File: config.mk
export PLATFORM = sky130hd
export DESIGN_NAME = vga_timing_gen_flat
export DESIGN_NICKNAME = d
export VERILOG_FILES = /design/src/rtl/vga_timing_if.sv /design/src/rtl/vga_timing_gen.sv /design/src/flat_wrapper.sv
export SDC_FILE = /design/constraint.sdc
export NUM_CORES = 1
export LEC_CHECK = 0
export CAP_MARGIN = 0
export CORE_MARGIN = 8
export CORE_UTILIZATION = 49
export CTS_CLUSTER_SIZE = 14
export DETAILED_ROUTE_END_ITERATION = 10
export GPL_TIMING_DRIVEN = 0
export PLACE_DENSITY_LB_ADDON = 0.15
export SETUP_SLACK_MARGIN = 0.3
export SYNTH_ARGS = -nofsm -noshare
export SYNTH_HDL_FRONTEND = slang
export SYNTH_SLANG_ARGS = --single-unit
File: constraint.sdc
create_clock -name clk_i -period 2.8 [get_ports clk_i]
set_clock_uncertainty 0.05 [all_clocks]
set_input_delay 0.42 -clock clk_i [delete_from_list [all_inputs] [get_ports clk_i]]
set_output_delay 0.42 -clock clk_i [all_outputs]
set_load 0.02 [all_outputs]
File: src/rtl/vga_timing_if.sv
// Pixel-timing bundle presented by the timing generator to the colour stage.
interface vga_timing_if;
    logic       pix_en_o;
    logic [9:0] xcol_o;
    logic [9:0] yrow_o;
    logic       disp_active;
    logic       hsync_o;
    logic       vsync_o;
    logic       line_start_o;
    logic       frame_start_o;

    modport master (
        output pix_en_o, xcol_o, yrow_o, disp_active,
               hsync_o, vsync_o, line_start_o, frame_start_o
    );

    modport slave (
        input  pix_en_o, xcol_o, yrow_o, disp_active,
               hsync_o, vsync_o, line_start_o, frame_start_o
    );
endinterface

File: src/rtl/vga_timing_gen.sv
// VGA pixel timing: clock-enable divider plus horizontal/vertical position
// counters, with sync, active-video and line/frame markers decoded from them.
// Every output is a decode of registered state, so nothing here is
// combinationally reachable from an input.
module vga_timing_gen #(
    parameter int CLK_DIV   = 4,
    parameter int H_ACTIVE  = 640,
    parameter int H_FP      = 16,
    parameter int H_SYNC    = 96,
    parameter int H_BP      = 48,
    parameter int V_ACTIVE  = 480,
    parameter int V_FP      = 10,
    parameter int V_SYNC    = 2,
    parameter int V_BP      = 33,
    parameter bit HSYNC_POL = 1'b0,
    parameter bit VSYNC_POL = 1'b0
) (
    input  logic         clk_i,
    input  logic         rst_i,
    vga_timing_if.master vga
);

    localparam int H_TOTAL = H_ACTIVE + H_FP + H_SYNC + H_BP;
    localparam int V_TOTAL = V_ACTIVE + V_FP + V_SYNC + V_BP;

    if (H_TOTAL > 1024 || V_TOTAL > 1024) begin : g_bad_total
        $error("vga_timing_gen: H_TOTAL/V_TOTAL must not exceed 1024");
    end
    if (CLK_DIV < 1 || CLK_DIV > 16) begin : g_bad_div
        $error("vga_timing_gen: CLK_DIV must be within 1..16");
    end

    localparam logic [3:0]  DIV_LAST = 4'(CLK_DIV - 1);
    localparam logic [9:0]  H_LAST   = 10'(H_TOTAL - 1);
    localparam logic [9:0]  V_LAST   = 10'(V_TOTAL - 1);
    // Decode bounds are one bit wider so an end bound of 1024 does not wrap.
    localparam logic [10:0] H_ACT_END = 11'(H_ACTIVE);
    localparam logic [10:0] V_ACT_END = 11'(V_ACTIVE);
    localparam logic [10:0] HS_START  = 11'(H_ACTIVE + H_FP);
    localparam logic [10:0] HS_END    = 11'(H_ACTIVE + H_FP + H_SYNC);
    localparam logic [10:0] VS_START  = 11'(V_ACTIVE + V_FP);
    localparam logic [10:0] VS_END    = 11'(V_ACTIVE + V_FP + V_SYNC);

    logic [3:0] div_q, div_d;
    logic [9:0] hcnt_q, hcnt_d;
    logic [9:0] vcnt_q, vcnt_d;
    logic       pix_en;
    logic       h_in_sync;
    logic       v_in_sync;

    // Pixel strobe marks the last system cycle of each pixel period.
    assign pix_en = (div_q == DIV_LAST);

    // Next-state: divider wraps on the strobe; counters step only on the strobe.
    always_comb begin
        div_d  = pix_en ? 4'd0 : div_q + 4'd1;
        hcnt_d = hcnt_q;
        vcnt_d = vcnt_q;
        if (pix_en) begin
            if (hcnt_q == H_LAST) begin
                hcnt_d = 10'd0;
                vcnt_d = (vcnt_q == V_LAST) ? 10'd0 : vcnt_q + 10'd1;
            end else begin
                hcnt_d = hcnt_q + 10'd1;
            end
        end
    end

    // State registers, cleared asynchronously so outputs reset without a clock.
    always_ff @(posedge clk_i or posedge rst_i) begin
        if (rst_i) begin
            div_q  <= 4'd0;
            hcnt_q <= 10'd0;
            vcnt_q <= 10'd0;
        end else begin
            div_q  <= div_d;
            hcnt_q <= hcnt_d;
            vcnt_q <= vcnt_d;
        end
    end

    // Output decodes from registered counters only.
    always_comb begin
        h_in_sync = ({1'b0, hcnt_q} >= HS_START) && ({1'b0, hcnt_q} < HS_END);
        v_in_sync = ({1'b0, vcnt_q} >= VS_START) && ({1'b0, vcnt_q} < VS_END);

        vga.pix_en_o      = pix_en;
        vga.xcol_o        = hcnt_q;
        vga.yrow_o        = vcnt_q;
        vga.disp_active   = ({1'b0, hcnt_q} < H_ACT_END) && ({1'b0, vcnt_q} < V_ACT_END);
        vga.hsync_o       = h_in_sync ? HSYNC_POL : ~HSYNC_POL;
        vga.vsync_o       = v_in_sync ? VSYNC_POL : ~VSYNC_POL;
        vga.line_start_o  = pix_en && (hcnt_q == 10'd0);
        vga.frame_start_o = pix_en && (hcnt_q == 10'd0) && (vcnt_q == 10'd0);
    end

endmodule

File: src/flat_wrapper.sv
// flat-port wrapper written by rule: the top's interface ports become plain ports
module vga_timing_gen_flat 
#(
    parameter int CLK_DIV   = 4,
    parameter int H_ACTIVE  = 640,
    parameter int H_FP      = 16,
    parameter int H_SYNC    = 96,
    parameter int H_BP      = 48,
    parameter int V_ACTIVE  = 480,
    parameter int V_FP      = 10,
    parameter int V_SYNC    = 2,
    parameter int V_BP      = 33,
    parameter bit HSYNC_POL = 1'b0,
    parameter bit VSYNC_POL = 1'b0
)
  (clk_i, rst_i, vga_pix_en_o, vga_xcol_o, vga_yrow_o, vga_disp_active, vga_hsync_o, vga_vsync_o, vga_line_start_o, vga_frame_start_o);
  vga_timing_if vga_i ();
  input  logic clk_i;
  input  logic rst_i;
  output wire logic [$bits(vga_i.pix_en_o)-1:0] vga_pix_en_o;
  output wire logic [$bits(vga_i.xcol_o)-1:0] vga_xcol_o;
  output wire logic [$bits(vga_i.yrow_o)-1:0] vga_yrow_o;
  output wire logic [$bits(vga_i.disp_active)-1:0] vga_disp_active;
  output wire logic [$bits(vga_i.hsync_o)-1:0] vga_hsync_o;
  output wire logic [$bits(vga_i.vsync_o)-1:0] vga_vsync_o;
  output wire logic [$bits(vga_i.line_start_o)-1:0] vga_line_start_o;
  output wire logic [$bits(vga_i.frame_start_o)-1:0] vga_frame_start_o;
  assign vga_pix_en_o = vga_i.pix_en_o;
  assign vga_xcol_o = vga_i.xcol_o;
  assign vga_yrow_o = vga_i.yrow_o;
  assign vga_disp_active = vga_i.disp_active;
  assign vga_hsync_o = vga_i.hsync_o;
  assign vga_vsync_o = vga_i.vsync_o;
  assign vga_line_start_o = vga_i.line_start_o;
  assign vga_frame_start_o = vga_i.frame_start_o;
  vga_timing_gen #(.CLK_DIV(CLK_DIV), .H_ACTIVE(H_ACTIVE), .H_FP(H_FP), .H_SYNC(H_SYNC), .H_BP(H_BP), .V_ACTIVE(V_ACTIVE), .V_FP(V_FP), .V_SYNC(V_SYNC), .V_BP(V_BP), .HSYNC_POL(HSYNC_POL), .VSYNC_POL(VSYNC_POL)) u_core (.clk_i(clk_i), .rst_i(rst_i), .vga(vga_i));
endmodule
Yosys cells after proc, flatten, opt, wreduce, memory -nomap -nowiden. Cells that the tools add are included.

Add/subtract/negate cells: 3. Order comparisons: 6. Equal/unequal tests: 3. Muxes and demuxes: 5. Reductions and logical operators: 8.

Operator list (count): $add 10x1->10 const B (2); $eq 10x10->1 const B (2); $logic_not 10->1 (2); $lt 10x10->1 const B (2); $lt 10x9->1 const B (2); $mux 10 (2); $ge 10x10->1 const B (1); $ge 10x9->1 const B (1); $logic_and 1x1->1 (5); $add 4x1->4 const B (1); $eq 4x2->1 const B (1); $mux 4 (1); $mux 1 (2); $reduce_and 2->1 (1).

Bits in registers: 24. Input port bits: 2. Output and inout bits: 26. Logic and storage cells: 28.

Longest topological paths before layout. Gate-level depths: netlist of the first run.

Depth in word-level cells: 3. Gate-level depth with buffers: 6. Mapped depth without buffers: 6.

Worst setup path before layout of the first run. OpenSTA, ideal clock, no wires.

Path type: reg2out. Start point: register u_core.div_q[0]. End point: output port vga_frame_start_o. Arrival time: 2.411 ns. Data required time: 2.330 ns. Path slack: -0.081 ns. Stages on the path, launching flop included: 6. Buffers on the path: 0. Cells stage by stage: dfrtp_1 > ha_1 > nor3b_2 > nand3_1 > nor4_1 > and4_1.

Longest elaborated chain between the ends: 3.

RTL lines: start, declared (RTL line vga_timing_gen.sv:44) `logic [3:0] div_q, div_d;`; start signal, assigned (RTL line vga_timing_gen.sv:76) `div_q <= div_d;`; $eq 4x2->1 (RTL line vga_timing_gen.sv:52) `assign pix_en = (div_q == DIV_LAST);`; via vga_pix_en_o (RTL line flat_wrapper.sv:20) `output wire logic [$bits(vga_i.pix_en_o)-1:0] vga_pix_en_o;`; $logic_and 1x1->1; via vga_line_start_o (RTL line flat_wrapper.sv:26) `output wire logic [$bits(vga_i.line_start_o)-1:0] vga_line_start_o;`; $logic_and 1x1->1 (RTL line vga_timing_gen.sv:94) `vga.frame_start_o = pix_en && (hcnt_q == 10'd0) && (vcnt_q == 10'd0);`; end, declared (RTL line flat_wrapper.sv:27) `output wire logic [$bits(vga_i.frame_start_o)-1:0] vga_frame_start_o;`.

The timed path passes the listed nets, and every way through them passes these cells.

Worst setup path in the final report of the first run.
Start point: register u_core.hcnt_q[5], in the netlist u_core.vga.xcol_o[5]. End point: output port vga_frame_start_o.

Longest elaborated chain between the ends: 3.

RTL lines: start, declared (RTL line vga_timing_gen.sv:45) `logic [9:0] hcnt_q, hcnt_d;`; start signal, assigned (RTL line vga_timing_gen.sv:77) `hcnt_q <= hcnt_d;`; $logic_not 10->1 (RTL line vga_timing_gen.sv:94); $logic_and 1x1->1 (2 in series) (RTL line vga_timing_gen.sv:94).

Every way passes these cells.

==> run_results.csv, run 1 <==
group,metric,value,unit
synth,syn_inst,135,
worst_setup_path,critPathMaxFanout,2,
synth,ys_dominant_reg_cell,"dfrtp_1",
clocking,cts_made_buffers,3,
synth,yosysWarnings,0,
routing,via_per_inst,5.74,
worst_setup_path,required,2.33,ns
die,ios,28,
synth,syn_area,1270,um2
worst_setup_path,r2r_slack,0.46,ns
die,die-area,4480,um2
placement,place.gp.congestion,0.841,
timing,period_share,87.4,%
worst_setup_path,worst-path-buf-inv,1,
pwr,finalPower,0.505,mW
finish,n_antenna_cell,0,
timing,slew_viol_final,0,
finish,nFillCells,216,
synth,yosysSeqAreaShare,47.3,%
clocking,htreeDepth,1,
timing,finalHoldViolations,0,
global_routing,grt_pass1_vias,1126,
routing,drt_iter0_drc,56,
timing,finalSetupTns,0,ns
pwr,power.density,305,nW/um2
routing,wl_per_cell,15.1,um
placement,port_buffers,27,
worst_setup_path,worstReg2RegStart,"u_core.vga.xcol_o[5]",
placement,dpl.hpwl,2200,um
clocking,root_buffer,"clkbuf_4",
pwr,power_frac_seq,68.7,%
worst_setup_path,cp_cell_sequence,"or4_2 -> nor4_4 -> and4_1 -> buf_4",
worst_setup_path,crit_family,"simple AND/OR/NAND/NOR gates",
timing,relSlewSlack,38.1,%
run_status,status,"finished, final reports clean",
die,die_w,66.9,um
synth,synth_edf_count,0,
synth,synth_top_cells_by_area,"dfrtp_1 47%, xnor2_1 5.5%, ha_1 4.9%, nand3_1 4.3%, nor2_1 4.1%",
routing,postRouteAntennaNets,0,
min_path,hp-class,"flip-flop to flip-flop",
worst_setup_path,crit_path_top_delay_cell,"or4_2",
synth,synth-seq-cells,24,
synth,synth_top_area_cell,"dfrtp_1",
clocking,cts.reportedPaths.clkPinSlew,0.13,ns
pwr,combPwrFrac,1.6,%
worst_setup_path,crit_start,"u_core.vga.xcol_o[5]",
worst_setup_path,criticalPathCategory,"flip-flop to primary output",
finish,syn2layout_area_growth,30.1,%
die,fp.dieH,66.9,um
synth,synth_top_area_share,47.3,%
global_routing,grt_overflow_total,0,
routing,num_vias,1142,
worst_setup_path,critPathMaxStageDelay,0.70,ns
pwr,p_leak,0.673,nW
finish,drive_above_1_share,11.2,%
finish,fin_util,66.7,%
timing,tightest_slew,0.928,ns
die,core_area,2480,um2
worst_setup_path,r2r-end,"u_core.vga.yrow_o[8]",
min_path,min_path_cells,1,
synth,syn-num-nets,142,
timing,worst_slack,0.352,ns
pwr,swShare,21.1,%
job,drv_cap,0,
die,start_util,51.3,%
clocking,tritoncts,"yes",
pwr,vdd_drop_max,0.000297,V
finish,seq_area,604,um2
timing,setup_viol,0,
routing,drc,0,
worst_setup_path,start_kind,"flip-flop",
routing,wirelength,3010,um
synth,async_reset_ff_share,100,%
finish,multi_input_area,643,um2
clocking,cts_hold_buf,0,
global_routing,grt_max_degree,25,
min_path,worstHoldEndpoint,"u_core.div_q[0]",
pwr,clockPowerShare,29.7,%
global_routing,antenna_found_initial,0,
die,num_rows,18,
worst_setup_path,cp.arrival,1.98,ns
min_path,min-delay-start,"u_core.div_q[0]",
clocking,cts.sinks,24,
worst_setup_path,reg2reg_depth,6,
timing,fmax,408,MHz
timing,rsz0062_at_grt,"false",
worst_setup_path,cp-end-kind,"primary output",
global_routing,grt_pass1_wl,5050,um
pwr,p_int,0.398,mW
synth,ys_types,33,
finish,fin_nets,178,
routing,drtPass1Iterations,5,
clocking,clock_path_buffers,2,
clocking,clk_latency,0.31,ns
placement,place_ws,0.0612,ns
pwr,switching_power,0.107,mW
global_routing,grt_usage,14.2,%
timing,min_period,2.45,ns
synth,syn_avg_cell_area,9.41,um2
## metal layers
| metal | part of all wire (%) | GRT usage (%) | vias to the layer above |
|---|---|---|---|
| met5 | 0 | 0 | - |
| li1 | - | - | 552 |
| met4 | 0.93 | 5.48 | 0 |
| met1 | 45 | 17.0 | 548 |
| met2 | 48 | 24.4 | 36 |
| met3 | 5.9 | 2.85 | 6 |
## sequential cells by signal, summed over array words and instances, names as in the netlist
signal and count:
u_core.vga.xcol_o 10, u_core.vga.yrow_o 10, u_core.div_q 4
## kinds of logic (layout without fill, tap and decap cells)
logic type | after synthesis | after routing | synth area share (%)
DFF | 24 | 24 | 47.3
buffers and inverters | 12 | 46 | 3.74
AOI/OAI and AO/OA | 20 | 20 | 9.16
adders and majority gates | 5 | 5 | 4.93
xor gates and xnor gates | 9 | 9 | 6.21
muxes | 2 | 2 | 1.58
and+or+nand+nor | 63 | 63 | 27.1
## metrics by stage
stage,hold WS [ns],std cells,area (um2)
floorplan,0.383,135,1280
global placement,0.397,192,1590
detailed placement,0.411,192,1590
CTS,0.425,199,1650
global route,0.450,199,1650
finish,0.418,199,1650
## worst max-delay path by stage
stage	slack, ns	to	cells past startpoint
2_1_floorplan	0.30	vga_frame_start_o	5
3_3_place_gp	0.08	vga_frame_start_o	6
3_5_place_dp	0.06	vga_frame_start_o	6
4_1_cts	0.34	vga_frame_start_o	4
5_1_grt	0.30	vga_frame_start_o	4
6_report	0.35	vga_frame_start_o	4
## cells in the mapped netlist (all sizes together) (2+ instances only)
cell / count
dfrtp: 24
nor2: 14
nand2: 11
nand3: 11
o21ai: 10
inv: 9
xnor2: 8
ha: 5
nand4: 5
o31ai: 4
a21oi: 3
and3: 3
nor3: 3
nor4: 3
a31oi: 2
and4: 2
clkbuf: 2
mux2i: 2
nor3b: 2
or3: 2
or4: 2
## layout make-up
class	count	area share [%]
Buffer	3	0.833
Clock buffer	3	1.36
Inverter	9	2.04
Multi-Input combinational cell	99	38.9
Sequential cell	24	36.6
Tap cell	30	2.27
Timing Repair Buffer	31	18.0
## power groups by stage
stage / registers (mW) / logic [mW] / clock network (mW)
2_1_floorplan: 0.353 / 0.00516 / 0
3_3_place_gp: 0.353 / 0.00846 / 0
3_5_place_dp: 0.353 / 0.00856 / 0
4_1_cts: 0.347 / 0.00856 / 0.155
5_1_grt: 0.347 / 0.00982 / 0.169
6_report: 0.347 / 0.00802 / 0.150
## cell usage in the layout, fill, tap and decap left out, types with 2 or more instances in the layout
| cell type | synthesis | routed |
|---|---|---|
| nor2_1 | 14 | 14 |
| and4_1 | 2 | 2 |
| nand4_1 | 5 | 5 |
| nor4_1 | 3 | 2 |
| xnor2_1 | 8 | 8 |
| mux2i_1 | 2 | 2 |
| nor3_1 | 3 | 3 |
| o31ai_1 | 4 | 4 |
| nand2_1 | 11 | 11 |
| clkbuf_4 | 0 | 3 |
| o21ai_0 | 10 | 10 |
| or3_1 | 2 | 2 |
| buf_4 | 0 | 5 |
| and3_2 | 2 | 2 |
| a31oi_1 | 2 | 2 |
| clkdlybuf4s50_1 | 0 | 25 |
| nand3_1 | 11 | 11 |
| ha_1 | 5 | 5 |
| inv_1 | 9 | 9 |
| dfrtp_2 | 0 | 3 |
| a21oi_1 | 3 | 3 |
| dfrtp_1 | 24 | 21 |
## repair_timing
item                       4_1_cts  5_1_grt
gates resized for setup          9        2
setup buffers                    4        0
setup endpoints to repair        2        2
Power figures use the tool's default switching activity.
==> run 2: changes to the inputs <==
Settings changed: CORE_UTILIZATION 49 to 44.
Clock period 2.8 ns to 2.03 ns, I/O delays scaled along.
==> run 2 against run 1 <==
  * The run now ends with setup timing left
  * Die area increased by 8.6%
  * Combinational power increased by 40%
  * Global-route usage decreased by 0.18 points
  * First-iteration DRC count increased by 77%
  * Clock power increased by 76%
  * Sequential cell count unchanged
  * Sequential power increased by 38%
  * Total power increased by 49%
  * Critical path type unchanged
  * Critical endpoint unchanged
  * Largest power group unchanged
==> run_results.csv, run 2 (synthesized netlist as in run 1, its figures left out) <==
group,metric,value,unit
routing,wl_per_cell,15.9,um
routing,drtPass1Iterations,4,
clocking,cts.reportedPaths.clkPinSlew,0.14,ns
die,die_w,69.7,um
finish,n_antenna_cell,0,
die,fp.dieH,69.7,um
placement,place.gp.congestion,0.896,
worst_setup_path,critPathMaxStageDelay,0.42,ns
worst_setup_path,cp-end-kind,"primary output",
finish,mostFrequentLayoutCells,"19 x buf_4, 18 x dlygate4sd2_1, 15 x dfrtp_1",
run_status,failed_checks,"setup timing",
worst_setup_path,worst-path-buf-inv,1,
pwr,clockPowerShare,35.0,%
clocking,cts_hold_buf,0,
timing,worst_hold_slack,0.418,ns
timing,min_period,2.23,ns
placement,dpl.hpwl,2190,um
clocking,cts.sinks,24,
global_routing,grt_pass1_wl,5770,um
pwr,p_leak,0.915,nW
finish,syn2layout_area_growth,55.1,%
pwr,p_int,0.590,mW
min_path,hp-class,"input port to asynchronous set/reset pin",
placement,port_buffers,27,
die,num_rows,19,
worst_setup_path,cp_cell_sequence,"ha_4 -> nor3b_4 -> nand3_2 -> nor4_4 -> and4_4 -> buf_6",
global_routing,grt_max_degree,25,
timing,slew_viol_final,0,
pwr,power.density,382,nW/um2
timing,relSlewSlack,37.3,%
worst_setup_path,crit_family,"simple AND/OR/NAND/NOR gates",
timing,tightest_slew,0.939,ns
routing,drt_iter0_drc,99,
timing,fmax,448,MHz
worst_setup_path,criticalPathCategory,"flip-flop to primary output",
die,die-area,4860,um2
clocking,tritoncts,"yes",
timing,rsz0062_at_grt,"true",
finish,layout_commonest_cell,"buf_4",
worst_setup_path,r2r_slack,-0.18,ns
timing,worst_slack,-0.204,ns
finish,fin_util,71.4,%
worst_setup_path,critPathMaxFanout,4,
global_routing,grt_overflow_total,0,
clocking,cts_made_buffers,3,
die,core_area,2760,um2
die,ios,28,
routing,drc,0,
worst_setup_path,start_kind,"flip-flop",
routing,via_per_inst,5.67,
pwr,vdd_drop_max,0.000366,V
pwr,switching_power,0.163,mW
pwr,swShare,21.7,%
finish,fin_nets,199,
timing,finalSetupTns,-1.89,ns
run_status,status,"finished, violations left",
clocking,htreeDepth,1,
worst_setup_path,cp.arrival,1.88,ns
global_routing,antenna_found_initial,0,
clocking,root_buffer,"clkbuf_4",
worst_setup_path,reg2reg_depth,6,
clocking,clk_latency,0.32,ns
die,start_util,46.1,%
global_routing,grt_pass1_vias,1195,
pwr,power_frac_seq,63.5,%
pwr,combPwrFrac,1.5,%
routing,postRouteAntennaNets,0,
timing,period_share,110,%
worst_setup_path,worstReg2RegStart,"u_core.div_q[1]",
routing,wirelength,3540,um
finish,drive_above_1_share,37.7,%
job,drv_cap,0,
worst_setup_path,required,1.68,ns
global_routing,grt_usage,14.1,%
worst_setup_path,r2r-end,"u_core.vga.yrow_o[3]",
clocking,clock_path_buffers,2,
worst_setup_path,crit_path_top_delay_cell,"dfrtp_1",
routing,num_vias,1259,
timing,finalHoldViolations,0,
timing,setup_viol,17,
==> run 2: power groups by stage <==
stage                     Sequential, mW  Clock [mW]  Combinational (mW)
final                              0.478       0.264              0.0112
after CTS                          0.478       0.274              0.0121
after detailed placement           0.487           0              0.0121
after global placement             0.487           0              0.0118
after global routing               0.478       0.285              0.0140
after floorplan                    0.487           0             0.00711
==> run 2: worst reg2reg max path: stages (launching register included) <==
cell and delay (ns):
dfrtp_1 0.42, ha_4 0.16, nand4bb_1 0.33, or4_4 0.62
clkbuf_8 0.18, or3_1 0.31, o21ai_1 0.08
==> run 2: how the worst max path moves through the flow <==
| stage | slack, ns | cells after the start | startpoint | to |
|---|---|---|---|---|
| 4_1_cts | -0.18 | 4 | u_core.vga.xcol_o[5] | vga_frame_start_o |
| 2_1_floorplan | -0.1 | 5 | u_core.div_q[0] | vga_frame_start_o |
| 5_1_grt | -0.29 | 6 | u_core.div_q[1] | vga_frame_start_o |
| 6_report | -0.20 | 6 | u_core.div_q[1] | vga_frame_start_o |
| 3_3_place_gp | -0.48 | 6 | u_core.div_q[0] | vga_frame_start_o |
| 3_5_place_dp | -0.48 | 6 | u_core.div_q[0] | vga_frame_start_o |
==> run 2: repair_timing <==
action,4_1_cts,5_1_grt
setup buffers,16,9
pin swaps,7,10
endpoints found under the setup margin,41,25
gates resized for setup,52,42
==> run 2: metal layers <==
layer  wire length, um  track usage, %  vias to the layer above
li1                  -               -                      600
met1              1500            17.3                      605
met2              1780            22.6                       46
met3               192            3.00                        8
met4                70            6.92                        0
met5                 0               0                        -
==> run 2: through the flow <==
step	instance area, um2	instances	total power [mW]	setup WS, ns
global route	1970	222	0.777	-0.290
floorplan	1330	135	0.494	-0.0961
detailed placement	1640	193	0.499	-0.484
global placement	1640	193	0.499	-0.482
CTS	1800	213	0.765	-0.182
finish	1970	222	0.753	-0.204
==> run 2: final cells by class <==
cell class	instances	area, um2
clock buffers	4	36.3
well taps	31	38.8
flip-flops and latches	24	612
multi-input cells	99	747
inverters	9	33.8
fillers	199	788
repair buffers	52	465
plain buffers	3	36.3
